**src/rtl/riscv_muldiv_unit_if.sv**
```systemverilog
// Issue and writeback handshake bundle for the iterative RV32M multiply/divide unit.
// The master side belongs to issue/writeback; the slave side belongs to the unit.
interface riscv_muldiv_unit_if #(
  parameter int XLEN  = 32,
  parameter int TAG_W = 5
);
  logic             in_valid;
  logic             in_ready;
  logic [2:0]       in_func;
  logic [XLEN-1:0]  in_a;
  logic [XLEN-1:0]  in_b;
  logic [TAG_W-1:0] in_tag;
  logic             out_valid;
  logic             out_ready;
  logic [XLEN-1:0]  out_result;
  logic [TAG_W-1:0] out_tag;

  modport master (
    output in_valid, in_func, in_a, in_b, in_tag, out_ready,
    input  in_ready, out_valid, out_result, out_tag
  );

  modport slave (
    input  in_valid, in_func, in_a, in_b, in_tag, out_ready,
    output in_ready, out_valid, out_result, out_tag
  );
endinterface

```
**src/rtl/riscv_muldiv_unit.sv**
```systemverilog
// Iterative RV32M execute unit: radix-2 shift-add multiply and restoring divide,
// one result bit per cycle, with a valid/ready result port and a pipeline flush.
module riscv_muldiv_unit #(
  parameter int XLEN  = 32,
  parameter int TAG_W = 5
) (
  input  logic                 clk,
  input  logic                 rst_n,
  input  logic                 flush,
  riscv_muldiv_unit_if.slave   bus
);

  localparam int CNT_W = $clog2(XLEN + 1);
  localparam logic [XLEN-1:0] INT_MIN = {1'b1, {(XLEN-1){1'b0}}};

  typedef enum logic [1:0] {IDLE, BUSY, DONE} state_t;

  typedef enum logic [2:0] {
    F_MUL    = 3'b000,
    F_MULH   = 3'b001,
    F_MULHSU = 3'b010,
    F_MULHU  = 3'b011,
    F_DIV    = 3'b100,
    F_DIVU   = 3'b101,
    F_REM    = 3'b110,
    F_REMU   = 3'b111
  } func_t;

  state_t             state;
  func_t              func_q;
  logic               neg_ab;    // product / quotient must be negated
  logic               neg_a;     // remainder must be negated
  logic [XLEN-1:0]    b_mag;
  logic [2*XLEN-1:0]  acc;
  logic [XLEN-1:0]    rem;
  logic [XLEN-1:0]    quo;
  logic [CNT_W-1:0]   cnt;
  logic [XLEN-1:0]    result_q;
  logic [TAG_W-1:0]   tag_q;

  // Accept-side decode
  func_t              in_f;
  logic               a_signed, b_signed, a_neg, b_neg;
  logic [XLEN-1:0]    a_mag_in, b_mag_in;
  logic               div_zero, div_ovf;
  logic [XLEN-1:0]    special_res;

  // NOTE: every always_comb output gets a value on every path (defaults first),
  // otherwise synthesis infers a latch to hold the missing case.
  always_comb begin
    in_f        = func_t'(bus.in_func);
    a_signed    = (in_f == F_MULH) || (in_f == F_MULHSU) || (in_f == F_DIV) || (in_f == F_REM);
    b_signed    = (in_f == F_MULH) || (in_f == F_DIV) || (in_f == F_REM);
    a_neg       = a_signed && bus.in_a[XLEN-1];
    b_neg       = b_signed && bus.in_b[XLEN-1];
    a_mag_in    = a_neg ? -bus.in_a : bus.in_a;
    b_mag_in    = b_neg ? -bus.in_b : bus.in_b;
    div_zero    = in_f[2] && (bus.in_b == '0);
    div_ovf     = in_f[2] && !in_f[0] && (bus.in_a == INT_MIN) && (bus.in_b == '1);
    special_res = '0;
    if (div_zero)
      special_res = in_f[1] ? bus.in_a : '1;
    else if (div_ovf)
      special_res = in_f[1] ? '0 : bus.in_a;
  end

  // One iteration of each datapath; the divider works on an XLEN+1 bit partial remainder
  logic [XLEN:0]      mul_sum;
  logic [2*XLEN-1:0]  acc_nx;
  logic [XLEN:0]      div_shift;
  logic [XLEN:0]      div_diff;
  logic [XLEN-1:0]    rem_nx;
  logic [XLEN-1:0]    quo_nx;

  always_comb begin
    mul_sum   = {1'b0, acc[2*XLEN-1:XLEN]} + (acc[0] ? {1'b0, b_mag} : '0);
    acc_nx    = {mul_sum, acc[XLEN-1:1]};
    div_shift = {rem, quo[XLEN-1]};
    div_diff  = div_shift - {1'b0, b_mag};
    // A borrow out of the top bit means the divisor did not fit: restore.
    rem_nx    = div_diff[XLEN] ? div_shift[XLEN-1:0] : div_diff[XLEN-1:0];
    quo_nx    = {quo[XLEN-2:0], ~div_diff[XLEN]};
  end

  // Sign fixup and result selection, applied on the final iteration
  logic [2*XLEN-1:0]  prod_fix;
  logic [XLEN-1:0]    quo_fix;
  logic [XLEN-1:0]    rem_fix;
  logic [XLEN-1:0]    final_res;

  always_comb begin
    prod_fix  = neg_ab ? -acc_nx : acc_nx;
    quo_fix   = neg_ab ? -quo_nx : quo_nx;
    rem_fix   = neg_a  ? -rem_nx : rem_nx;
    final_res = '0;
    unique case (func_q)
      F_MUL:                    final_res = prod_fix[XLEN-1:0];
      F_MULH, F_MULHSU, F_MULHU: final_res = prod_fix[2*XLEN-1:XLEN];
      F_DIV, F_DIVU:            final_res = quo_fix;
      default:                  final_res = rem_fix;
    endcase
  end

  // NOTE: sequential state uses non-blocking assignments only, so every register
  // samples the pre-edge values regardless of statement order.
  always_ff @(posedge clk or negedge rst_n) begin
    if (!rst_n) begin
      state    <= IDLE;
      func_q   <= F_MUL;
      neg_ab   <= 1'b0;
      neg_a    <= 1'b0;
      b_mag    <= '0;
      acc      <= '0;
      rem      <= '0;
      quo      <= '0;
      cnt      <= '0;
      result_q <= '0;
      tag_q    <= '0;
    end else if (flush) begin
      state <= IDLE;
    end else begin
      unique case (state)
        IDLE: begin
          if (bus.in_valid) begin
            func_q <= in_f;
            neg_ab <= a_neg ^ b_neg;
            neg_a  <= a_neg;
            b_mag  <= b_mag_in;
            acc    <= {{XLEN{1'b0}}, a_mag_in};
            rem    <= '0;
            quo    <= a_mag_in;
            cnt    <= CNT_W'(XLEN);
            tag_q  <= bus.in_tag;
            if (div_zero || div_ovf) begin
              result_q <= special_res;
              state    <= DONE;
            end else begin
              state <= BUSY;
            end
          end
        end
        BUSY: begin
          cnt <= cnt - 1'b1;
          if (func_q[2]) begin
            rem <= rem_nx;
            quo <= quo_nx;
          end else begin
            acc <= acc_nx;
          end
          if (cnt == CNT_W'(1)) begin
            result_q <= final_res;
            state    <= DONE;
          end
        end
        DONE: begin
          if (bus.out_ready) state <= IDLE;
        end
        default: state <= IDLE;
      endcase
    end
  end

  assign bus.in_ready   = (state == IDLE);
  assign bus.out_valid  = (state == DONE);
  assign bus.out_result = result_q;
  assign bus.out_tag    = tag_q;

endmodule

```
**src/flat_wrapper.sv**
```systemverilog
// flat-port wrapper written by rule: the top's interface ports become plain ports
module riscv_muldiv_unit_flat 
#(
  parameter int XLEN  = 32,
  parameter int TAG_W = 5
)
  (clk, rst_n, flush, bus_in_valid, bus_in_func, bus_in_a, bus_in_b, bus_in_tag, bus_out_ready, bus_in_ready, bus_out_valid, bus_out_result, bus_out_tag);
  riscv_muldiv_unit_if #(.XLEN(XLEN), .TAG_W(TAG_W)) bus_i ();
  input  logic clk;
  input  logic rst_n;
  input  logic flush;
  input wire logic [$bits(bus_i.in_valid)-1:0] bus_in_valid;
  input wire logic [$bits(bus_i.in_func)-1:0] bus_in_func;
  input wire logic [$bits(bus_i.in_a)-1:0] bus_in_a;
  input wire logic [$bits(bus_i.in_b)-1:0] bus_in_b;
  input wire logic [$bits(bus_i.in_tag)-1:0] bus_in_tag;
  input wire logic [$bits(bus_i.out_ready)-1:0] bus_out_ready;
  output wire logic [$bits(bus_i.in_ready)-1:0] bus_in_ready;
  output wire logic [$bits(bus_i.out_valid)-1:0] bus_out_valid;
  output wire logic [$bits(bus_i.out_result)-1:0] bus_out_result;
  output wire logic [$bits(bus_i.out_tag)-1:0] bus_out_tag;
  assign bus_i.in_valid = bus_in_valid;
  assign bus_i.in_func = bus_in_func;
  assign bus_i.in_a = bus_in_a;
  assign bus_i.in_b = bus_in_b;
  assign bus_i.in_tag = bus_in_tag;
  assign bus_i.out_ready = bus_out_ready;
  assign bus_in_ready = bus_i.in_ready;
  assign bus_out_valid = bus_i.out_valid;
  assign bus_out_result = bus_i.out_result;
  assign bus_out_tag = bus_i.out_tag;
  riscv_muldiv_unit #(.XLEN(XLEN), .TAG_W(TAG_W)) u_core (.clk(clk), .rst_n(rst_n), .flush(flush), .bus(bus_i));
endmodule
```
**config.mk**
```make
export PLATFORM = sky130hd
export DESIGN_NAME = riscv_muldiv_unit_flat
export DESIGN_NICKNAME = d
export VERILOG_FILES = /design/src/rtl/riscv_muldiv_unit_if.sv /design/src/rtl/riscv_muldiv_unit.sv /design/src/flat_wrapper.sv
export SDC_FILE = /design/constraint.sdc
export NUM_CORES = 1
export LEC_CHECK = 0
export ABC_CLOCK_PERIOD_IN_PS = 5350
export BUFFER_PORTS_ARGS = -buffer_cell sky130_fd_sc_hd__buf_4
export CAP_MARGIN = 10
export CELL_PAD_IN_SITES_DETAIL_PLACEMENT = 2
export CELL_PAD_IN_SITES_GLOBAL_PLACEMENT = 2
export CORE_AREA = 2 2 192 269
export DETAILED_ROUTE_END_ITERATION = 10
export DIE_AREA = 0 0 194 271
export PLACE_DENSITY_LB_ADDON = 0.05
export SETUP_SLACK_MARGIN = 0.5
export SKIP_LAST_GASP = 1
export SLEW_MARGIN = 20
export SYNTH_ARGS = -nofsm -noshare
export SYNTH_HDL_FRONTEND = slang
export SYNTH_SLANG_ARGS = --single-unit
```
**constraint.sdc**
```tcl
create_clock -name clk -period 5.35 [get_ports clk]
set_input_delay 1.07 -clock clk [delete_from_list [all_inputs] [get_ports clk]]
set_output_delay 1.07 -clock clk [all_outputs]
set_load 0.02 [all_outputs]
```
Yosys cells after proc, flatten, opt, wreduce, memory -nomap -nowiden
Index checks and enable logic that the tools add are counted.
- reductions and logical operators: 25
- add/sub/neg operators: 8
- equality and inequality tests: 22
- multiplexer cells: 33
- bitwise operators: 3
- operator list (operator ; count):
    $mux 32 ; 17
    $mux 64 ; 3
    $pmux 32 s2 ; 3
    $neg 32->32 ; 4
    $pmux 64 s2 ; 1
    $pmux 32 s3 ; 1
    $eq 32x32->1 const B ; 2
    $neg 64->64 ; 1
    $add 32x33->33 ; 1
    $sub 33x32->33 ; 1
    $logic_not 32->1 ; 1
    $eq 3x3->1 const B ; 4
    $pmux 6 s2 ; 1
    $mux 2 ; 5
    $eq 3x2->1 const B ; 3
    $reduce_and 3->1 ; 3
    $reduce_and 4->1 ; 2
    $eq 3x1->1 const B ; 2
    $eq 6x1->1 const B ; 1
    $logic_and 1x1->1 ; 6
    $logic_or 1x1->1 ; 6
    $mux 6 ; 1
    $ne 2x1->1 const B ; 3
    $ne 3x3->1 const B ; 2
    other kinds (15) ; 17
- output and inout bits: 39
- word-level logic and storage cells: 102
- input bits: 77
- bits in registers: 210

Depth between registers and ports, before layout
- word-level depth: 9
- depth in mapped cells: 22
- mapped depth without buffers: 20

Worst setup path before layout
No wires, ideal clock.
- path type: register to register
- start: register u_core.quo[31]
- end: register u_core.result_q[24] (netlist: u_core.bus.out_result[24])
- slack: 562 ps
- data arrival time: 4668 ps
- buffers on the path: 3
- stages on the path, launching flop included: 22
- cells stage by stage: dfrtp_1 -> inv_1 -> ha_1 -> inv_1 -> fa_1 -> a211oi_1 -> o211ai_1 -> nand2_1 -> a21oi_1 -> a211oi_2 -> clkbuf_1 -> buf_2 -> buf_1 -> mux2i_1 -> ha_1 -> nand3b_1 -> mux2i_1 -> o211ai_1 -> nor3_1 -> a31oi_1 -> xnor2_1 -> o211a_1
- word-level cells in the longest chain between the ends: 7
- elaborated cells between the ends (all ways): 10
- ends and longest elaborated chain (item ; RTL line ; text):
    start: declaration ; riscv_muldiv_unit.sv:36 ; logic [XLEN-1:0] quo;
    start signal: assignment ; riscv_muldiv_unit.sv:131 ; quo <= a_mag_in;
    start signal: assignment ; riscv_muldiv_unit.sv:146 ; quo <= quo_nx;
    $sub 33x32->33 ; riscv_muldiv_unit.sv:79 ; div_diff = div_shift - {1'b0, b_mag};
    $mux 32 / $not 1->1 (equally long branches) ; riscv_muldiv_unit.sv:81, riscv_muldiv_unit.sv:82 ;
    $neg 32->32 (on tied branches) ; riscv_muldiv_unit.sv:94, riscv_muldiv_unit.sv:93 ;
    $mux 32 (on tied branches) ; riscv_muldiv_unit.sv:94, riscv_muldiv_unit.sv:93 ;
    $pmux 32 s3 * ; riscv_muldiv_unit.sv:96 ; unique case (func_q)
    $mux 32 * ; riscv_muldiv_unit.sv:150 ; if (cnt == CNT_W'(1)) begin
    $pmux 32 s2 * ; riscv_muldiv_unit.sv:122 ; unique case (state)
    end signal: assignment ; riscv_muldiv_unit.sv:135 ; result_q <= special_res;
    end signal: assignment ; riscv_muldiv_unit.sv:151 ; result_q <= final_res;
    end: declaration ; riscv_muldiv_unit.sv:38 ; logic [XLEN-1:0] result_q;
Every way passes the cells marked *; elsewhere a longest branch is shown, timed or not. The select of a mux whose other input is x is not followed.
A chain may end at the register's enable or synchronous reset.

Final worst setup path
- start: register u_core.quo[31]
- end: register u_core.result_q[12] (netlist: u_core.bus.out_result[12])
The elaborated chain is that of the path after synthesis.

==> metrics.md <==
| Metric | Value |
|---|---|
| Number of warning messages in the yosys log | `0` |
| Maximum net fanout on the critical path | `5` |
| Core Footprint | `0.05000 mm²` |
| Setup TNS | `0 ps` |
| Headroom to the max-slew limit | `25.58%` |
| Count of flip-flops with a built-in enable after synthesis | `0` |
| Library cell occupying the most area in the post-synthesis netlist | `sky130_fd_sc_hd__dfrtp_1` |
| Final Cell Area | `0.02165 mm²` |
| Actual transition at the worst max-transition pin | `1106 ps` |
| Num rows | `97` |
| Die Width | `194 µm` |
| Initial Utilization | `36.74%` |
| Top cells by instance count after synthesis | `293 x sky130_fd_sc_hd__nand2_1, 246 x sky130_fd_sc_hd__o21ai_0, 217 x sky130_fd_sc_hd__a21oi_1` |
| Most used standard cell by instance count after synthesis | `sky130_fd_sc_hd__nand2_1` |
| Cell count after placement | `3079` |
| Clock latency on the worst-skew pair | `580 ps` |
| Initial antenna violation count | `0` |
| Cell variety after synth | `83` |
| DRC errors left | `0` |
| Number of maximum-capacitance violations | `0` |
| Post-Place Cell Area | `0.02023 mm²` |
| Critical Path AT | `5210 ps` |
| Half-perimeter wire length after placement | `72.43 mm` |
| Share of synthesized registers carrying an async set or reset | `100.0%` |
| Via count of the first global-routing pass | `21.40k` |
| Number of synthesized register bits | `210` |
| Startpoint class of the critical path | `register` |
| CTS sink count | `210` |
| Number of standard cells in the final layout excluding fillers | `3143` |
| Outcome | `finished clean` |
| Vias per inst | `6.303` |
| Proportion of synthesized chip area in sequential cells | `28.61%` |
| Share of the synthesized area in the top cell type | `28.61%` |
| Worst setup slack for register-to-register paths | `580 ps` |
| Synth Net Count | `2531` |
| Number of cells traversed by the worst register-to-register path | `20` |
| Endpoint of the most critical register-to-register path | `u_core.bus.out_result[12]` |
| Worst VDD drop | `0.3801 mV` |
| Critical path data required time | `5790 ps` |
| Global-route wire length before repair | `141.2 mm` |
| Final ANT Viol Nets | `0` |
| Summed instance area of the synthesized netlist | `0.01837 mm²` |
| WL final | `94.02 mm` |
| Class of the tightest hold or removal check | `primary input to async pin` |
| Number of antenna cells inserted | `0` |
| Setup repair after global routing missed its margin | `true` |
| Vertical die dimension | `271 µm` |
| Final Max Tran Viols | `0` |
| Global-route usage over all layers | `35.11%` |
| Worst-case clock buffer depth | `3` |
| Final Hold Viols | `0` |
| Category of the critical setup timing path | `register to register` |
| Length of the first detailed-routing pass in iterations | `5` |
| Avg Inst Size Synth | `7.719 µm²` |
| Final-report setup violation count | `0` |
| Final critical-path required period | `4765 ps` |
| Initial drt markers | `1070` |
| Achievable Freq | `209.9 MHz` |
| Layout Skew | `20.80 ps` |
| Top area cells in the synthesized netlist | `sky130_fd_sc_hd__dfrtp_1 29%, sky130_fd_sc_hd__o21ai_0 6.7%, sky130_fd_sc_hd__nand2_1 6.0%` |
| Utilization of the core after routing | `43.30%` |
| Static leakage power | `9.026 nW` |
| Clock root buffer master | `sky130_fd_sc_hd__clkbuf_16` |
| Total number of vias | `19.81k` |
| Hold buffer count at cts | `0` |
| Routability Congestion | `0.9158` |
| Power per cell area | `671.2 mW/mm²` |
| Final nets | `2633` |
| Input/output buffers | `115` |
| Overall die area | `0.05257 mm²` |
| TritonCTS clock tree | `built` |
| Clock transition time at the flip-flop clock pins of the worst setup and hold paths | `70 ps` |
| Ratio of cells with drive above 1 in the final layout | `14.52%` |
| Level count of the clock H-tree | `1` |
| Clock buffers created by TritonCTS | `26` |
| Maximum number of pins on one net before global-route repair | `98` |
| Drt wl/cell | `29.92 µm` |
| Post-synthesis to final-layout area growth | `17.86%` |
| Final period util | `89.07%` |
| Type of element capturing the critical path | `register` |
| R2R Path Start | `u_core.quo[31]` |
| Overall overflow remaining after global route | `0` |
| Top-Level Pins | `116` |
| Cells after synthesis | `2380` |
| Synth Flop Type | `sky130_fd_sc_hd__dfrtp_1` |
per-layer routing:
layer	vias to the layer above	part of all wire, %	GRT usage [%]
li1	8922	-	-
met3	198	2.7	2.381
met1	10260	39	40.42
met5	-	0	0
met2	434	51	63.04
met4	0	7.5	21.99
placed cells by master, fill, tap and decap left out, drive strengths merged, types with 43 or more instances in the layout:
cell | netlist | layout
buf | 18 | 210
ha | 72 | 72
o21ai | 249 | 249
o31ai | 65 | 65
nor2 | 187 | 187
nand2 | 293 | 293
inv | 70 | 70
and2 | 43 | 43
nand3 | 44 | 44
dfrtp | 210 | 210
xor2 | 90 | 90
a21oi | 219 | 219
xnor2 | 115 | 115
nor3 | 58 | 58
state kept, by name (all words and copies together), names as in the netlist:
signal	count
u_core.state	2
u_core.neg_ab	1
u_core.neg_a	1
u_core.cnt	6
u_core.rem	32
u_core.acc	64
u_core.b_mag	32
u_core.bus.out_tag	5
u_core.quo	32
u_core.func_q	3
u_core.bus.out_result	32
worst max-delay path by stage:
stage,slack (ps),start,endpoint,depth (start not counted)
4_1_cts,440,u_core.acc[0],u_core.bus.out_result[29],14
2_1_floorplan,560,u_core.quo[31],u_core.bus.out_result[24],21
5_1_grt,380,u_core.quo[31],u_core.bus.out_result[26],24
6_report,580,u_core.quo[31],u_core.bus.out_result[12],20
3_5_place_dp,110,u_core.acc[0],u_core.bus.out_result[30],14
3_3_place_gp,160,u_core.acc[0],u_core.bus.out_result[30],14
worst max-delay path, stage by stage, from the launching register on:
cell	delay, ps
sky130_fd_sc_hd__dfrtp_2	410
sky130_fd_sc_hd__inv_1	60
sky130_fd_sc_hd__ha_2	200
sky130_fd_sc_hd__inv_2	70
sky130_fd_sc_hd__fa_2	240
sky130_fd_sc_hd__a211oi_2	80
sky130_fd_sc_hd__buf_4	140
sky130_fd_sc_hd__o211ai_1	340
sky130_fd_sc_hd__nand2_2	200
sky130_fd_sc_hd__a21o_1	250
sky130_fd_sc_hd__a211oi_4	360
sky130_fd_sc_hd__buf_12	180
sky130_fd_sc_hd__mux2i_4	280
sky130_fd_sc_hd__ha_4	180
sky130_fd_sc_hd__nand3b_1	130
sky130_fd_sc_hd__mux2_2	360
sky130_fd_sc_hd__o31ai_2	270
sky130_fd_sc_hd__xnor2_1	270
sky130_fd_sc_hd__a21oi_1	160
sky130_fd_sc_hd__a21oi_2	330
sky130_fd_sc_hd__o31ai_2	110
area by class of cell:
class	count	area (µm²)
clock buffers	39	820.8
fillers	5776	28350
inverters	72	275.3
flip-flops and latches	210	5259
well taps	643	804.5
repair buffers	212	1710
clock inverters	7	73.82
multi-input cells	1960	12710
metrics by stage:
step	setup slack, ps	total power [mW]	hold slack (ps)
floorplan	561.9	8.233	445.3
global placement	160.4	11.76	468.6
detailed placement	109.6	12.06	490.1
CTS	444.9	14.19	510.4
global route	376.0	15.31	530.9
finish	585.0	14.53	501.9
kinds of logic (layout without fill, tap and decap cells):
group                      count (synthesis)  after routing  share of synthesized area (%)
AOI/OAI and AO/OA                        811            811                          27.74
xor gates and xnor gates                 205            205                          9.774
adders and majority gates                 74             74                          5.122
buffers and inverters                    210            330                          4.325
DFF                                      210            210                          28.61
muxes                                     49             49                          2.799
and+or+nand+nor                          821            821                          21.63
repair_timing:
| item | 4_1_cts | 5_1_grt |
|---|---|---|
| hold endpoints to repair | 0 | 0 |
| resized for setup | 21 | 54 |
| setup buffers | 9 | 7 |
| cloned | 2 | 0 |
| setup endpoints to repair | 15 | 21 |
| pin swaps | 9 | 16 |
where the power goes:
group          switching (mW)  leakage, nW  internal [mW]
sequential              0.943         2.65           2.20
clock                   0.815        0.441           1.10
combinational            6.28         5.94           3.19
total                    8.04         9.03           6.50
Power figures use the tool's default switching activity.
